[src/rtl/if_prefetch_buf.sv]
`default_nettype none
// ============================================================================
// Module   : if_prefetch_buf
// Purpose  : Sequential instruction fetch into a credit-controlled prefetch
//            FIFO, handed to decode via valid/ready; flush redirects fetch.
//            Optional macro IF_PREFETCH_BYPASS_EN forwards a returning word
//            straight to decode when the FIFO is empty.
// Revision : 1.0 - initial release
// ============================================================================
module if_prefetch_buf #(
  parameter int                ADDR_W   = 32,
  parameter int                DATA_W   = 32,
  parameter int                DEPTH    = 4,
  parameter logic [ADDR_W-1:0] RESET_PC = '0
) (
  input  logic              clk,
  input  logic              rst,
  output logic              rom_ce_o,
  output logic [ADDR_W-1:0] rom_addr_o,
  input  logic [DATA_W-1:0] rom_data_i,
  output logic              id_valid_o,
  output logic [ADDR_W-1:0] id_pc_o,
  output logic [DATA_W-1:0] id_inst_o,
  input  logic              id_ready_i,
  input  logic              flush_i,
  input  logic [ADDR_W-1:0] new_pc_i
);

  localparam int               PTR_W   = $clog2(DEPTH);
  localparam int               CNT_W   = PTR_W + 1;
  localparam logic [CNT_W:0]   C_DEPTH = DEPTH[CNT_W:0];

  logic [ADDR_W-1:0] r_pc;
  logic [ADDR_W-1:0] r_req_pc;
  logic              r_inflight;
  logic [CNT_W-1:0]  r_cnt;
  logic [PTR_W-1:0]  r_wr_ptr;
  logic [PTR_W-1:0]  r_rd_ptr;
  logic [ADDR_W-1:0] r_pc_mem   [DEPTH];
  logic [DATA_W-1:0] r_inst_mem [DEPTH];

  logic [CNT_W:0]    w_credit;
  logic              w_issue;
  logic              w_resp;
  logic              w_nonempty;
  logic              w_byp_valid;
  logic              w_byp_take;
  logic              w_push;
  logic              w_pop;

  // Buffered plus in-flight words never exceed DEPTH, so every response has a slot.
  assign w_credit   = {1'b0, r_cnt} + {{CNT_W{1'b0}}, r_inflight};
  assign w_issue    = rst & ~flush_i & (w_credit < C_DEPTH);
  assign w_resp     = r_inflight & ~flush_i;
  assign w_nonempty = (r_cnt != '0);

`ifdef IF_PREFETCH_BYPASS_EN
  assign w_byp_valid = w_resp & ~w_nonempty;
`else
  assign w_byp_valid = 1'b0;
`endif

  assign w_byp_take = w_byp_valid & id_ready_i;
  assign w_push     = w_resp & ~w_byp_take;
  assign w_pop      = w_nonempty & id_ready_i & ~flush_i;

  assign rom_ce_o   = w_issue;
  assign rom_addr_o = r_pc;

  always_comb begin
    id_valid_o = 1'b0;
    id_pc_o    = '0;
    id_inst_o  = '0;
    if (w_nonempty) begin
      id_valid_o = 1'b1;
      id_pc_o    = r_pc_mem[r_rd_ptr];
      id_inst_o  = r_inst_mem[r_rd_ptr];
    end else if (w_byp_valid) begin
      id_valid_o = 1'b1;
      id_pc_o    = r_req_pc;
      id_inst_o  = rom_data_i;
    end
  end

  always_ff @(posedge clk or negedge rst) begin
    if (!rst) begin
      r_pc       <= RESET_PC;
      r_req_pc   <= '0;
      r_inflight <= 1'b0;
      r_cnt      <= '0;
      r_wr_ptr   <= '0;
      r_rd_ptr   <= '0;
    end else if (flush_i) begin
      r_pc       <= new_pc_i;
      r_inflight <= 1'b0;
      r_cnt      <= '0;
      r_wr_ptr   <= '0;
      r_rd_ptr   <= '0;
    end else begin
      r_inflight <= w_issue;
      if (w_issue) begin
        r_pc     <= r_pc + ADDR_W'(4);
        r_req_pc <= r_pc;
      end
      if (w_push) begin
        r_wr_ptr <= r_wr_ptr + PTR_W'(1);
      end
      if (w_pop) begin
        r_rd_ptr <= r_rd_ptr + PTR_W'(1);
      end
      if (w_push && !w_pop) begin
        r_cnt <= r_cnt + CNT_W'(1);
      end else if (!w_push && w_pop) begin
        r_cnt <= r_cnt - CNT_W'(1);
      end
    end
  end

  always_ff @(posedge clk) begin
    if (w_push) begin
      r_pc_mem[r_wr_ptr]   <= r_req_pc;
      r_inst_mem[r_wr_ptr] <= rom_data_i;
    end
  end

endmodule
`default_nettype wire

[config.mk]
export PLATFORM = sky130hd
export DESIGN_NAME = if_prefetch_buf
export DESIGN_NICKNAME = d
export VERILOG_FILES = /design/src/rtl/if_prefetch_buf.sv
export SDC_FILE = /design/constraint.sdc
export NUM_CORES = 1
export LEC_CHECK = 0
export BUFFER_PORTS_ARGS = -buffer_cell sky130_fd_sc_hd__buf_2
export CAP_MARGIN = 20
export CORE_MARGIN = 5
export CORE_UTILIZATION = 35
export DETAILED_ROUTE_END_ITERATION = 10
export GPL_TIMING_DRIVEN = 0
export PLACE_DENSITY = 0.61
export SYNTH_ARGS = -nofsm -noshare
export SYNTH_HDL_FRONTEND = slang
export SYNTH_SLANG_ARGS = --single-unit
[constraint.sdc]
create_clock -name clk -period 2.4 [get_ports clk]
set_input_delay 0.24 -clock clk [delete_from_list [all_inputs] [get_ports clk]]
set_output_delay 0.24 -clock clk [all_outputs]
set_load 0.01 [all_outputs]
After elaboration in Yosys (flattened, before gate mapping)
Memories as Yosys holds them, arrays and structs flattened.
Index checks and enable logic that the tools add are counted.
Storage, ports and cells
  register bits: 72
  output and inout port bits: 98
  RAM bits: 256
  memories: 2
  input port bits: 68
  word-level logic and storage cells: 46
Memory list
  r_inst_mem: words 4, bits a word 32, read ports 1, clocked after Yosys merged registers in 0, wr ports 1, line 40  | logic [DATA_W-1:0] r_inst_mem [DEPTH];
  r_pc_mem: words 4, bits a word 32, read ports 1, clocked after Yosys merged registers in 0, wr ports 1, line 39  | logic [ADDR_W-1:0] r_pc_mem [DEPTH];
Operators by class
  mux-type cells: 15
  $add $sub $neg: 6
  reduce and logical (&&, ||, !) cells: 10
  bitwise operators: 6
  magnitude comparators: 1
Operator list (count)
  $mux 32: 4
  $add 32x3->32 const B: 1
  $mux 3: 3
  $mux 2: 4
  $reduce_bool 2->1: 3
  $reduce_bool 3->1: 2
  $and 1x1->1: 5
  $add 2x1->2 const B: 2
  $add 3x1->4: 1
  $lt 4x3->1 const B: 1
  $mux 1: 4
  $add 3x1->3 const B: 1
  $sub 3x1->3 const B: 1
  $logic_and 1x1->1: 2
  $logic_not 1->1: 2
  $reduce_and 2->1: 1
  $not 1->1: 1

Depth between registers and ports, before layout
Gate-level depths: netlist of the first run.
  depth after elaboration: 7
  mapped depth: 8
  gate-level depth less buffers: 8

Least setup slack after synthesis of the first run
Ideal clock, no wire load.
  path kind: flip-flop to flip-flop
  start point: reg r_inflight
  end point: mem r_inst_mem[0][0] (enable)
  path buffers: 1
  library setup time: 0.429 ns
  setup slack: -0.268 ns
  clock period less this slack: 2.668 ns
  data required time: 1.971 ns
  stages on the path, launching flop included: 4
  arrival: 2.239 ns
  path through: dfrtp_1 -> buf_2 -> nor2b_1 -> and2_1
On the way
  word-level cells in the longest chain between the ends: 3
Ends and longest elaborated chain
  start, declared: line 35  | logic r_inflight;
  start signal, assigned: line 100  | r_inflight <= w_issue;
  $and 1x1->1: line 54  | assign w_resp = r_inflight & ~flush_i;
  $mux 1: line 120  | if (w_push) begin
  $mux 1 (not written as such): line 122  | r_inst_mem[r_wr_ptr] <= rom_data_i;
  end, declared: line 40
Every way passes these cells.

Worst setup path in the final report of the first run
  start point: reg r_rd_ptr[0]
  end point: out id_pc_o[26]
On the way
  word-level cells in the longest chain between the ends: 2
Ends and longest elaborated chain
  start, declared: line 38  | logic [PTR_W-1:0] r_rd_ptr;
  start signal, assigned: line 109  | r_rd_ptr <= r_rd_ptr + PTR_W'(1);
  $mem_v2 4x32
  $mux 32: line 74  | if (w_nonempty) begin
  end, declared: line 22  | output logic [ADDR_W-1:0] id_pc_o,
Every way passes these cells.

==> results.md, run 1 <==
* Die height at approximately 200 µm
* GRT Util Overall at 0.157
* Largest cells by area after synthesis: edfxtp_1 58%, dfrtp_1 14%, mux4_2 11%
* Worst-Skew Late Latency at 0.51 ns
* Post-synth EDFFs at 256
* Startpoint of the worst hold path: new_pc_i[3]
* Total gr overflow at 0
* Relative slew margins at 0.512
* Hold slack final at about 0.021 ns
* Initial Util at 0.353
* # rows at 71
* GPL Wtd Cong at between 0.8 and 0.9
* FF-to-FF Start: r_inflight
* Worst-path clk slew at about 0.060 ns
* Synth Flop Type: edfxtp_1
* First-pass GRT wire length at ~50 mm
* R2R depth at 9
* Register bit total from synthesis at 328
* Synth cell types at 55
* Fin util at 0.448
* DPL Wire Length at 20.8 mm
* Fillers at about 3,300
* Final Skew at around 0.015 ns
* Yosys top cell area share at 0.583
* CP Data Required Time at 2.16 ns
* FF-to-FF setup slack at 0.12 ns
* Post-synthesis mux area share at 0.115
* Final Hold Fails at 0
* Synth Area in Adders at 0.00626
* Reg-to-Reg End: rom_addr_o[12]
* Worst Tran Pin Value at 0.731 ns
* Crit Path Max Fanout at 10
* Outcome: completed
* Largest family of logic cells by synthesized area: multiplexers
* Sequential-to-total area share from yosys stat at 0.719
* Leak at 6.19 nW
* Clock Sinks at 328
* Die W at 204 µm
* Vias in the first global route at 8,337
* CP endpoint kind: output pin
* Largest net degree at the start of global routing at 49
* Antenna Violating Nets Remaining at 0
* WL final at 32.6 mm
* DR WL/cell at 20.2 µm
* Share of cells above drive strength 1 at 0.309
* Die Area at 0.0417 mm²
* Dpl cell area at between 0.01 and 0.015 mm²
* Avg Inst Size Synth at 16.4 µm²
* Critical-path cell list: buf_12 -> buf_16 -> mux4_2 -> and2_1 -> buf_2
* Ys async rst share at 0.220
* WS Path Type: register to output pin
* Period Utilization, post-route at 0.976
* Number of iterations in the first detailed-routing pass at 5
* Antenna violations before repair at 0
* Core Area at 0.0374 mm²
* Synthesis warning total at 0
* FMAX at 427 MHz
* Commonest non-fill, non-tap cell in the layout: edfxtp_1
* Clock Path Buffers at 3
* PortBufs at 165
* RSZ-0062 raised after global routing: true
* Buf+Inv Stages, Crit Path at 3
* Tmin final at 2.34 ns
* Simple-Gate Fraction of Synth Area at 0.101
* Hold Path Sink: rom_addr_o[3]
* FF/Latch Area at 0.00949 mm²
* # IOs at 166
* Ant. Diodes at 0
* WHS Path Cells at 3
* Pins Over Slew Limit at 0
* TritonCTS clock tree: built
* Startpoint Class: register
* Total CTS buffers at 37
* Power per standard cell area at 1030 mW/mm²
* Routed vias at between 8,000 and 9,000
* Setup violators final at 0
* DR DRC count at 0
* XOR/XNOR share of the synthesized area at 0.00597
* Post-synthesis compound-gate area fraction at 0.0359
* Area of the multi-input gates at 0.00352 mm²
* Largest area contributor in the netlist: edfxtp_1
* Cells after Synth at roughly 800
* Pwr Total at 0.0172 W
* Syn Std Cell Area at 0.0132 mm²
* Root Buffer: clkbuf_16
* Arrival time worst endpoint at 2.10 ns
* Layout Nets at 1,152
* Max VDD drop at 0.420 mV
* Slowest-stage cell, CP: mux4_2
* Synth-to-layout area growth at 27.0%
* Design Area, Final at 0.0168 mm²
* Most frequent cells in the layout: 256 x edfxtp_1, 164 x buf_2, 117 x nand2_1, 71 x dfrtp_1, 64 x mux4_2
* CP peak stage delay at roughly 0.55 ns
* Worst hold path type: input pin to register
* Crit path max-delay family: multiplexers
* Post-Syn Nets at 876
* Max-Cap Viols at 0
* Routed vias/inst at between 4 and 5
* DRT iter0 DRCs at 438
* CTS H-tree lvls at 2
## Yosys cell counts (5+ instances only)
library cell  instances
o21ai_0              21
and4_1                5
nand4_1               7
o211ai_1              9
a22oi_1               6
dfrtp_1              72
nand3_1              17
nand2_1             117
buf_2                 6
buf_1                 8
inv_1                13
nor2_1               18
edfxtp_1            256
nor3_1                6
mux4_2               64
clkbuf_1             26
xnor2_1               7
o311ai_0              8
ha_1                  5
mux2_2                5
and2_1               72
## how the worst max path moves through the flow
stage / from / cells after the start / endpoint
2_1_floorplan: r_inflight / 3 / r_inst_mem[0][0]
3_3_place_gp: rst / 6 / rom_ce_o
3_5_place_dp: rst / 6 / rom_ce_o
4_1_cts: r_rd_ptr[0] / 4 / id_pc_o[13]
5_1_grt: r_rd_ptr[0] / 4 / id_pc_o[17]
6_report: r_rd_ptr[0] / 5 / id_pc_o[26]
## routing by layer
layer	part of all wire	vias to the layer above	track usage	wire, µm
met5	0	-	0	0
met3	0.068	45	0.0379	2210
li1	-	3628	-	-
met2	0.48	267	0.251	15500
met4	0.019	0	0.0407	629
met1	0.44	4061	0.218	14200
## metrics by stage
| step | setup WS (ns) | std cells | setup TNS (ns) |
|---|---|---|---|
| finish | 0.0583 | 1613 | 0 |
| global route | -0.0327 | 1613 | -0.117 |
| CTS | -0.0422 | 1609 | -0.0528 |
| detailed placement | -0.243 | 1483 | -3.00 |
| global placement | -1.45 | 1478 | -220.96 |
| floorplan | 0.429 | 802 | 0 |
## timing repair
item                       in CTS  in global routing
setup buffers                   5                  3
pin swaps                       1                  1
hold endpoints to repair      188                  0
cloned                          0                  1
gates resized for setup        54                 17
hold buffers                   59                  0
setup endpoints to repair      64                 58
## flip-flops by register name, summed over array words and instances (netlist names)
signal      count
r_inst_mem    128
r_pc_mem      128
r_rd_ptr        2
r_wr_ptr        2
r_req_pc       32
rom_addr_o     32
r_cnt           3
r_inflight      1
## worst reg2reg max path: stages, from the launching register on
cell and delay [ns]:
dfrtp_1 0.31, buf_2 0.20, nand3_1 0.13, nand3_2 0.23, clkinvlp_4 0.18, buf_4 0.17, nor2_1 0.15, clkbuf_1 0.50
o21ai_0 0.18, o311ai_0 0.11
## area by class of cell
type / count / area share
multi-input combinational: 419 / 0.210
sequential: 328 / 0.567
clock buffer: 52 / 0.0623
buffer: 40 / 0.0180
tap: 511 / 0.0382
inverter: 14 / 0.00336
clock inverter: 11 / 0.00351
timing repair buffer: 238 / 0.0980
## kinds of logic (layout without fill, tap and decap cells)
logic type               Yosys count  count (layout)
adder cells (fa/ha/maj)            6               6
AND/OR/NAND/NOR                  265             265
XOR/XNOR                           9               9
buffers and inverters             55             355
flip-flops                       328             328
AO/OA/AOI/OAI                     68              68
multiplexers                      71              71
## report_power, final
group	switching, W	total (W)	internal (W)
registers	0.000483	0.00730	0.00682
logic	0.00240	0.00475	0.00235
clock network	0.00213	0.00515	0.00302
Power figures use the tool's default switching activity.
==> run 2, diff against run 1 <==
--- a/config.mk
+++ b/config.mk
@@ -12,6 +12,7 @@
 export DETAILED_ROUTE_END_ITERATION = 10
 export GPL_TIMING_DRIVEN = 0
 export PLACE_DENSITY = 0.61
+export RECOVER_POWER = 25
 export SYNTH_ARGS = -nofsm -noshare
 export SYNTH_HDL_FRONTEND = slang
 export SYNTH_SLANG_ARGS = --single-unit
==> run 2 against run 1 <==
  * Total power down 0.12%
  * Largest cell class unchanged
  * The flow now finishes with violations (max-capacitance violations, max-slew violations)
  * Cell count unchanged
  * Highest routed layer unchanged
  * First-iteration DRC count up 4.6%
  * Combinational power about the same
  * Clock power about the same
  * Register-to-register slack about the same
  * Critical endpoint unchanged
  * Die area unchanged
  * Fmax down 0.11%
==> results.md, run 2 (synthesized netlist as in run 1, its figures left out) <==
* Die W at 204 µm (unchanged)
* Final TNS setup at 0 ns (unchanged)
* CP Data Required Time at 2.16 ns (about the same)
* Clock Sinks at 328 (unchanged)
* Power per standard cell area at 1030 mW/mm² (+0.25%)
* Worst-Skew Late Latency at 0.51 ns (about the same)
* WL final at 32.4 mm (-0.43%)
* Failing checks: max-capacitance violations, max-slew violations
* CP startpoint: r_rd_ptr[0]
* Root Buffer: clkbuf_16
* Share of cells above drive strength 1 at 0.282 (-0.0272)
* Synth-to-layout area growth at 26.5%
* Commonest non-fill, non-tap cell in the layout: edfxtp_1
* Crit Path Max Fanout at 10 (unchanged)
* FF-to-FF setup slack at 0.12 ns (about the same)
* WHS Path Cells at 3 (unchanged)
* Max-Cap Viols at 1 (+1)
* PortBufs at 165 (unchanged)
* Antenna Violating Nets Remaining at 0 (unchanged)
* Arrival time worst endpoint at 2.10 ns (about the same)
* Worst hold path type: input pin to register
* FF-to-FF Start: r_inflight
* Startpoint of the worst hold path: new_pc_i[3]
* # rows at 71 (unchanged)
* Die height at 204 µm (unchanged)
* Ant. Diodes at 0 (unchanged)
* Worst-path clk slew at 0.06 ns (about the same)
* Comb pwr share at 0.276 (about the same)
* Switching power total at 0.00500 W (-0.14%)
* Clock Power Share at 0.299 (about the same)
* Sw Share at 0.291 (about the same)
* DR WL/cell at 20.1 µm (-0.43%)
* WS Path Type: register to output pin
* Final Skew at 0.0148 ns (+0.000184 ns)
* Clock Path Buffers at 3 (unchanged)
* GRT Util Overall at 0.157 (unchanged)
* Period Utilization, post-route at 0.977 (+0.00105)
* Leak at 6.10 nW (-1.3%)
* FF/Latch Area at 0.00949 mm² (unchanged)
* Hold Path Sink: rom_addr_o[3]
* First-pass GRT wire length at 50.3 mm (unchanged)
* Reg-to-Reg End: rom_addr_o[12]
* Worst Tran Pin Value at 1.68 ns (+0.949 ns)
* CP endpoint kind: output pin
* Setup violators final at 0 (unchanged)
* Number of iterations in the first detailed-routing pass at 7 (+2)
* Int Power at 0.0122 W (-0.11%)
* TritonCTS clock tree: built
* Most frequent cells in the layout: 256 x edfxtp_1, 135 x buf_2, 117 x nand2_1, 71 x dfrtp_1, 64 x mux4_2
* Pins Over Slew Limit at 36 (+36)
* Total gr overflow at 0 (unchanged)
* DPL Wire Length at 20.8 mm (unchanged)
* GPL Wtd Cong at 0.815 (unchanged)
* Vias in the first global route at 8,337 (unchanged)
* Fillers at 3,355 (+0.48%)
* Outcome: complete, but fails checks
* Layout Nets at 1,152 (unchanged)
* Max VDD drop at 0.418 mV (-0.60%)
* DRT iter0 DRCs at 458 (+4.6%)
* Startpoint Class: register
* DR DRC count at 0 (unchanged)
* Largest net degree at the start of global routing at 49 (unchanged)
* Total CTS buffers at 37 (unchanged)
* FMAX at 427 MHz (-0.11%)
* Largest regs: r_inst_mem x128, r_pc_mem x128
* Core Area at 0.0374 mm² (unchanged)
* Area of the multi-input gates at 0.00352 mm² (unchanged)
* # IOs at 166 (unchanged)
* RSZ-0062 raised after global routing: true
* Sequential share of power at 0.425 (about the same)
* Final Hold Fails at 0 (unchanged)
* Initial Util at 0.353 (unchanged)
* Tmin final at 2.34 ns (+0.00252 ns)
* Antenna violations before repair at 0 (unchanged)
* Die Area at 0.0417 mm² (unchanged)
* Relative slew margins at -0.120 (-0.632)
* CTS H-tree lvls at 2 (unchanged)
* Routed vias at 8,030 (+0.36%)
* Routed vias/inst at 4.98 (+0.36%)
* Pwr Total at 0.0172 W (-0.12%)
* R2R depth at 9 (unchanged)
-- run 2: metrics by stage --
stage | cell area [µm²] | utilization | instances | hold slack (ns) | worst slack, ns
final | 16700 | 0.446 | 1613 | 0.0201 | 0.0557
after global routing | 16700 | 0.446 | 1613 | 0.0295 | -0.0327
after CTS | 16700 | 0.445 | 1609 | 0.00150 | -0.0422
after detailed placement | 14800 | 0.395 | 1483 | 0.245 | -0.243
after global placement | 14700 | 0.392 | 1478 | 0.456 | -1.45
after floorplan | 13200 | - | 802 | -0.0556 | 0.429
-- run 2: power by group through the flow --
stage          logic (W)  registers [W]  clock network (W)
3_3_place_gp     0.00430        0.00737                  0
4_1_cts          0.00473        0.00730            0.00531
5_1_grt          0.00522        0.00738            0.00555
3_5_place_dp     0.00435        0.00740                  0
6_report         0.00474        0.00730            0.00514
2_1_floorplan    0.00263        0.00727                  0
-- run 2: what timing repair did --
| item | CTS | global route |
|---|---|---|
| hold buffers | 59 | 0 |
| setup endpoints to repair | 64 | 58 |
| hold endpoints to repair | 188 | 0 |
| pin swaps | 1 | 1 |
| setup buffers | 5 | 3 |
| resized for setup | 54 | 17 |
| cloned | 0 | 1 |
-- run 2: cell type report --
cell class | count | area share
tap | 511 | 0.0383
timing repair buffer | 238 | 0.0947
buffer | 40 | 0.0181
multi-input combinational | 419 | 0.211
clock inverter | 11 | 0.00352
sequential | 328 | 0.569
clock buffer | 52 | 0.0625
inverter | 14 | 0.00337
-- run 2: worst max-delay path: stages, from the launching register on --
cell     delay (ns)
dfrtp_2        0.41
buf_12         0.18
buf_16         0.17
mux4_2         0.55
and2_1         0.16
buf_2          0.13
-- run 2: worst max path at each step --
stage	to
finish	id_pc_o[26]
global route	id_pc_o[17]
CTS	id_pc_o[13]
detailed placement	rom_ce_o
global placement	rom_ce_o
floorplan	r_inst_mem[0][0]
-- run 2: per-layer routing --
layer  share of wire  track usage  vias up
met4           0.021       0.0407        0
met1            0.43        0.218     4074
met5               0            0        -
met3           0.071       0.0379       54
met2            0.47        0.251      284
li1                -            -     3618
==> run 3, diff against run 2 <==
--- a/config.mk
+++ b/config.mk
@@ -13,6 +13,7 @@
 export GPL_TIMING_DRIVEN = 0
 export PLACE_DENSITY = 0.61
 export RECOVER_POWER = 25
+export REMOVE_ABC_BUFFERS = 1
 export SYNTH_ARGS = -nofsm -noshare
 export SYNTH_HDL_FRONTEND = slang
 export SYNTH_SLANG_ARGS = --single-unit
==> run 3 against run 2 <==
  * Total power increased by 4.6%
  * Count of clock-buffer cells in the layout unchanged
  * Largest power group unchanged
  * First-iteration DRC count decreased by 3.3%
  * The run now ends clean
  * Combinational power increased by 6.1%
  * Critical endpoint is now id_pc_o[23]
  * Hold slack got worse by 0.0099 ns
  * Worst setup slack got worse by 0.033 ns
  * Routed wire length increased by 2.6%
  * Clock skew increased by 0.0030 ns
==> results.md, run 3 (synthesized netlist as in run 1, its figures left out) <==
* Share of cells above drive strength 1 at 0.294 (+0.0121)
* Worst-path clk slew at 0.06 ns (about the same)
* # IOs at 166 (unchanged)
* DPL Wire Length at 18.8 mm (-9.7%)
* DRT iter0 DRCs at 443 (-3.3%)
* Final Skew at 0.0177 ns (+0.00295 ns)
* TritonCTS clock tree: built
* Total CTS buffers at 38 (+2.7%)
* Total gr overflow at 0 (unchanged)
* Power per standard cell area at 1060 mW/mm² (+3.2%)
* Initial Util at 0.353 (unchanged)
* CTS H-tree lvls at 2 (unchanged)
* Layout Nets at 1,129 (-2.0%)
* Clock Path Buffers at 3 (unchanged)
* Worst hold path type: input pin to register
* Dpl cell area at 0.0147 mm² (-0.33%)
* GRT Util Overall at 0.151 (-0.00542)
* Worst Tran Pin Value at 1.01 ns (-0.671 ns)
* WL final at 33.3 mm (+2.6%)
* Routed vias/inst at 4.96 (-0.45%)
* Startpoint Class: register
* DR WL/cell at 20.9 µm (+3.8%)
* Ant. Diodes at 0 (unchanged)
* Synth-to-layout area growth at 28.2%
* Largest regs: r_inst_mem x128, r_pc_mem x128
* GPL Wtd Cong at 0.762 (-6.5%)
* Routed vias at 7,905 (-1.6%)
* Clock Sinks at 328 (unchanged)
* Leak at 6.16 nW (+0.91%)
* Max VDD drop at 0.567 mV (+36%)
* PortBufs at 165 (unchanged)
* Fin util at 0.452 (+0.00585)
* Max-Cap Viols at 0 (-1)
* Vias in the first global route at 8,171 (-2.0%)
* Design Area, Final at 0.0169 mm² (+1.3%)
* Crit Path Max Fanout at 6 (-4)
* Final Hold Fails at 0 (unchanged)
* # rows at 71 (unchanged)
* Period Utilization, post-route at 0.990 (+0.0137)
* WS Path Type: register to output pin
* Die W at 204 µm (unchanged)
* Antenna violations before repair at 1 (+1)
* Most frequent cells in the layout: 256 x edfxtp_1, 127 x buf_2, 117 x nand2_1, 70 x dfrtp_1, 64 x mux4_2
* First-pass GRT wire length at 48.8 mm (-2.8%)
* DR DRC count at 0 (unchanged)
* CP Data Required Time at 2.16 ns (about the same)
* Outcome: completed
* Setup violators final at 0 (unchanged)
* CP endpoint kind: output pin
* Core Area at 0.0374 mm² (unchanged)
* FMAX at 421 MHz (-1.4%)
* Worst-Skew Late Latency at 0.52 ns (about the same)
* Fillers at 3,306 (-1.5%)
* RSZ-0062 raised after global routing: true
* Antenna Violating Nets Remaining at 0 (unchanged)
* Die height at 204 µm (unchanged)
* Largest net degree at the start of global routing at 68 (+39%)
* Commonest non-fill, non-tap cell in the layout: edfxtp_1
* Arrival time worst endpoint at 2.14 ns (+0.04 ns)
* Number of iterations in the first detailed-routing pass at 4 (-3)
* Tmin final at 2.38 ns (+0.0329 ns)
* Relative slew margins at 0.327 (+0.447)
* Root Buffer: clkbuf_16
* Die Area at 0.0417 mm² (unchanged)
* Pwr Total at 0.0180 W (+4.6%)
* Pins Over Slew Limit at 0 (-100%)
run 3: path summary, 6_finish.rpt:
| path | start | to | slack [ns] | depth (start not counted) |
|---|---|---|---|---|
| worst max-delay path | r_rd_ptr[0] | id_pc_o[23] | 0.02 | 5 |
| worst min-delay path | new_pc_i[12] | rom_addr_o[12] | 0.01 | 3 |
| worst max register to register | r_cnt[0] | r_cnt[2] | 0.16 | 8 |
| worst min register to register | rom_addr_o[0] | r_req_pc[0] | 0.50 | 2 |
| max in group asynchronous | rst | rom_addr_o[31] | 1.06 | 3 |
| min in group asynchronous | rst | r_req_pc[30] | 0.13 | 2 |
run 3: where the power goes:
part	switching, W	internal [W]	total, W
Sequential	0.000487	0.00682	0.00731
Clock	0.00222	0.00342	0.00563
Combinational	0.00254	0.00249	0.00503
Total	0.00525	0.0127	0.0180
run 3: layout make-up:
cell class | instances | area, µm² | share of cell area
well taps | 511 | 639 | 0.0378
multi-input cells | 422 | 3570 | 0.211
clock inverters | 17 | 176 | 0.0104
flip-flops and latches | 328 | 9500 | 0.562
inverters | 14 | 65.1 | 0.00385
repair buffers | 251 | 1910 | 0.113
clock buffers | 52 | 1050 | 0.0624
run 3: metrics by stage:
stage	setup WS (ns)	setup TNS [ns]	cells	hold WS [ns]
CTS	-0.0239	-0.286	1585	0.000793
detailed placement	-1.49	-43.18	1445	0.0969
finish	0.0229	0	1595	0.0102
global placement	-4.15	-911.03	1437	0.451
global route	-0.0509	-0.854	1595	0.0137
floorplan	-1.28	-162.43	761	-0.0556
run 3: routing by layer:
metal | vias to the layer above | global-route usage | routed length (µm)
li1 | 3584 | - | -
met1 | 4031 | 0.207 | 14500
met2 | 235 | 0.248 | 16200
met3 | 53 | 0.0319 | 1790
met4 | 2 | 0.0414 | 682
met5 | - | 0 | 13
run 3: critical path: stages (launching register included):
cell and delay (ns):
dfrtp_4 0.46, buf_4 0.17, clkbuf_16 0.19, mux4_2 0.49, and2_1 0.17, buf_2 0.14
run 3: timing repair:
action                                  4_1_cts  5_1_grt
endpoints found under the hold margin       226        0
buffers inserted                             10        2
gates cloned                                  2        8
endpoints found under the setup margin      114       63
resized for setup                            23        5
hold buffers                                 59        0
pin swaps                                    14        1
